[src/rtl/dff_reg_16bits.sv]
// 16-bit enabled D register, one flop per bit, synchronous active-low reset.
// Define DFF_REG_16BITS_PARITY_EN to add the registered even-parity output Q_PAR.
module dff_reg_16bits #(
    parameter logic [15:0] RESET_VALUE = 16'h0000
) (
    input  logic clk,
    input  logic rst_n,
    input  logic CE,
    input  logic D_15,
    input  logic D_14,
    input  logic D_13,
    input  logic D_12,
    input  logic D_11,
    input  logic D_10,
    input  logic D_9,
    input  logic D_8,
    input  logic D_7,
    input  logic D_6,
    input  logic D_5,
    input  logic D_4,
    input  logic D_3,
    input  logic D_2,
    input  logic D_1,
    input  logic D_0,
    output logic Q_15,
    output logic Q_14,
    output logic Q_13,
    output logic Q_12,
    output logic Q_11,
    output logic Q_10,
    output logic Q_9,
    output logic Q_8,
    output logic Q_7,
    output logic Q_6,
    output logic Q_5,
    output logic Q_4,
    output logic Q_3,
    output logic Q_2,
    output logic Q_1,
    output logic Q_0
`ifdef DFF_REG_16BITS_PARITY_EN
    ,
    output logic Q_PAR
`endif
);

    localparam int unsigned W = 16;

    logic [W-1:0] d_vec;
    logic [W-1:0] data_d;
    logic [W-1:0] data_q;

    assign d_vec = {D_15, D_14, D_13, D_12, D_11, D_10, D_9, D_8,
                    D_7,  D_6,  D_5,  D_4,  D_3,  D_2,  D_1, D_0};

    // Enable mux: load D when CE is high, otherwise recirculate the stored word.
    always_comb begin
        data_d = data_q;
        if (CE) begin
            data_d = d_vec;
        end
    end

    always_ff @(posedge clk) begin
        if (!rst_n) begin
            data_q <= RESET_VALUE;
        end else begin
            data_q <= data_d;
        end
    end

    assign {Q_15, Q_14, Q_13, Q_12, Q_11, Q_10, Q_9, Q_8,
            Q_7,  Q_6,  Q_5,  Q_4,  Q_3,  Q_2,  Q_1, Q_0} = data_q;

`ifdef DFF_REG_16BITS_PARITY_EN
    logic par_d;
    logic par_q;

    // Parity is computed from D so it tracks the stored word without adding a Q-side XOR tree.
    always_comb begin
        par_d = par_q;
        if (CE) begin
            par_d = ^d_vec;
        end
    end

    always_ff @(posedge clk) begin
        if (!rst_n) begin
            par_q <= ^RESET_VALUE;
        end else begin
            par_q <= par_d;
        end
    end

    assign Q_PAR = par_q;
`endif

endmodule

[config.mk]
export PLATFORM = sky130hd
export DESIGN_NAME = dff_reg_16bits
export DESIGN_NICKNAME = d
export VERILOG_FILES = /design/src/rtl/dff_reg_16bits.sv
export SDC_FILE = /design/constraint.sdc
export NUM_CORES = 1
export LEC_CHECK = 0
export ABC_AREA = 1
export CAP_MARGIN = 20
export CORE_MARGIN = 3
export CORE_UTILIZATION = 30
export CTS_CLUSTER_DIAMETER = 120
export DETAILED_ROUTE_END_ITERATION = 7
export REMOVE_ABC_BUFFERS = 1
export SLEW_MARGIN = 0
export SYNTH_ARGS = -nofsm -noshare
export SYNTH_HDL_FRONTEND = slang
export SYNTH_SLANG_ARGS = --single-unit
[constraint.sdc]
create_clock -name clk -period 1.36 [get_ports clk]
set_input_delay 0.408 -clock clk [delete_from_list [all_inputs] [get_ports clk]]
set_output_delay 0.408 -clock clk [all_outputs]
set_load 0.05 [all_outputs]
; ---- After elaboration in Yosys (flattened, before gate mapping)
; Index checks and enable logic that the tools add are counted.
[word_totals]
out_inout_bits = 16
ff_bits = 16
word_cells = 1

; ---- Logic depth before layout (Yosys ltp)
[logic_depth]
word_depth = 0
mapped_depth = 4
ltp_nobuf = 4

; ---- Least setup slack after synthesis
; No wires, ideal clock.
[synth_path]
kind = register to output
start = register data_q[0]
end = output port Q_0
path_slack_ps = 349
path_stages_with_launch = 1
required_time_ps = 952
arrival_time_ps = 603
n_path_buf = 0
path_cell_list = dfxtp_1
[synth_lines]
columns = item, line
row1 = from (decl), 51  ; logic [W-1:0] data_q;
row2 = from (signal assigned), 68  ; data_q <= data_d;
row3 = to (decl), 40  ; output logic Q_0
; No word-level cell between the ends.

; ---- Worst setup path after layout
[layout_path]
start = register data_q[4]
end = output port Q_4
[layout_lines]
columns = item, line
row1 = to (decl), 36  ; output logic Q_4,
; No word-level cell between the ends.

==> flow_summary.ini <==
[grt]
grtUsageTotal_pct = 12.18
grt_max_degree = 33
antenna_found_initial = 0
grt_pass1_wl_mm = 2.484
gr-total-overflow = 0
via_count_of_the_first_global_routing_pass = 601

[placement]
gp_congestion = 0.6416
portBuffers = 34
detailed_place_hpwl_mm = 1.182
preCtsSetupSlack_ps = -28.16

[cts]
clock_edge_transition_at_the_registers_on_the_reported_setup_and_hold_paths_ps = 100
cts-resized-gates = 0
cts-buffers-inserted = 3
worstSkewPairLatency_ps = 280
cts_sinks = 16
htree_levels = 1
cts_hold_buffers = 0
tritoncts_clock_tree = yes
ctsLongestPathBuffers = 2
post-cts-setup-buffers = 0
clock-root-buffer = sky130_fd_sc_hd__clkbuf_4

[route]
wirelength_mm = 1.542
drt_iter0_drc = 2
met3_wirelength_um = 125
maxUsedRoutingLayer = met4
route.antenna.remaining_nets = 0
viasPerCell = 4.031
detail_route.drc_violations = 0
drt_pass1_iterations = 2
dr_total_vias = 657
routed-wl-met2_um = 659
wl_met1_um = 722
routed_wire_length_per_instance_um = 9.460

[critical_path]
startpoint = data_q[4]
cp.arrival_ps = 830
cell_with_the_largest_stage_delay_on_the_worst_path = sky130_fd_sc_hd__dfxtp_1
worstPathMaxFanout = 2
critical_path_class = reg2out
timing.critical_path.required_ps = 950
path_cells = buf_12
worst_path_dominant_cell_family = flip-flops
end_kind = primary output
cp_bufs_invs = 1
critical_path.max_stage_delay_ps = 390
rr_startpoint = data_q[4]
worst_setup_path_start_kind = register

[final_layout]
mostFrequentLayoutCells = 32 x sky130_fd_sc_hd__nand2_1, 29 x sky130_fd_sc_hd__nor2_1, 18 x sky130_fd_sc_hd__clkdlybuf4s50_1, 18 x sky130_fd_sc_hd__buf_12
layout_top_registers = data_q (16)
layout-drive-gt1-share_pct = 18.38
mostFrequentLayoutCell = sky130_fd_sc_hd__nand2_1
area_growth_syn_to_layout_pct = 83.67
num-fill-cells = 178
nets_finish = 156
n_antenna_cell = 0
multi_input_area_um2 = 247.7
largest_register = data_q
largest_reg_flops = 16
sequential_standard_cell_area_um2 = 320.3

[die]
pin_count = 35
core_region_area_mm2 = 0.002042
initial_core_util_pct = 33.03
die-area_mm2 = 0.002853
fp.dieH_um = 53.41
row_count = 16
die_w_um = 53.41

[run_status]
result_of_the_run = finished, final reports clean

[logic_synthesis]
yosysSeqAreaShare_pct = 47.50
ys_ff_latch = 16
post_synth_cell_types = 8
postSynthCellCount = 101
yosysWarningCount = 0
mappedNetlistArea_um2 = 674.4
synth_area_per_cell_um2 = 6.677

[timing]
finalHoldViolCount = 0
final_period_minus_worst_setup_slack_ps = 1238
rsz0062_at_grt = no
finClkSkew_ps = 0
slew_headroom_pct = 90.53
min_period_over_period_pct = 91.02
max_slew.worst_pin.slew_ps = 141.8
setup_ws_ps = 122.1
final_hold_slack_ps = 508.4
fmax_ghz = 0.8078
setup_viol = 0
drv_slew = 0

[run]
max-cap-violations = 0

[pwr]
share_comb_of_total_power_pct = 31.8
fin_total_pwr_w = 0.001237
p_int_w = 0.0008679
power.share.sequential_pct = 43.2
p_leak_nw = 0.6161
switching_part_of_the_total_power_pct = 29.82
vdd_ir_drop_max_uv = 461.5
power.density_cell_area_mw_per_mm2 = 998.4
clockPowerShare_pct = 25.0
power.switching_w = 0.0003688

[min_path]
min-delay-start = data_q[3]
worstHoldPathType = reg2reg
-- synth_stat cells --
library cell / instances / share of area, %
sky130_fd_sc_hd__buf_6: 3 / 5.0
sky130_fd_sc_hd__clkbuf_2: 1 / 0.74
sky130_fd_sc_hd__nor2_1: 29 / 16
sky130_fd_sc_hd__nand2_1: 32 / 18
sky130_fd_sc_hd__dfxtp_1: 16 / 47
sky130_fd_sc_hd__nor2_2: 3 / 2.8
sky130_fd_sc_hd__buf_4: 1 / 1.1
sky130_fd_sc_hd__inv_1: 16 / 8.9
-- stage by stage --
step           cell area (µm²)  utilization (%)  setup TNS [ps]  std cells
2_1_floorplan            628.1                -               0         96
3_3_place_gp              1202            58.88          -143.2        159
3_5_place_dp              1202            58.88          -251.2        159
4_1_cts                   1239            60.66               0        163
5_1_grt                   1239            60.66               0        163
6_report                  1239            60.66               0        163
-- path summary, 6_finish.rpt --
| kind | endpoint | slack [ps] | depth (start not counted) |
|---|---|---|---|
| min reg2reg | data_q[3] | 510 | 2 |
| max | Q_4 | 120 | 1 |
| max reg2reg | data_q[4] | 740 | 2 |
| min | data_q[3] | 510 | 2 |
-- metal layers --
metal	GRT usage, %	vias to the layer above
met3	2.254	4
met5	0	-
met2	19.80	24
met4	7.660	0
li1	-	351
met1	14.51	278
-- cells by family (layout without fill, tap and decap cells) --
group         count (synthesis)  count (layout)  synth area share, %
flops                        16              16                47.50
buf+inv                      21              56                15.77
simple gates                 64              64                36.74
-- layout make-up --
class	count	share of cell area [%]
inverter	16	4.848
sequential	16	25.86
clock buffer	4	2.929
timing repair buffer	36	43.64
tap	27	2.727
multi-input combinational	64	20.00
-- power by group through the flow --
stage / clock network (W) / logic, W / registers (W)
after floorplan: 0 / 0.0000592 / 0.000641
after global placement: 0 / 0.000392 / 0.000545
after detailed placement: 0 / 0.000397 / 0.000546
after CTS: 0.000329 / 0.000398 / 0.000535
after global routing: 0.000344 / 0.000417 / 0.000539
final: 0.000309 / 0.000393 / 0.000534
Power figures use the tool's default switching activity.
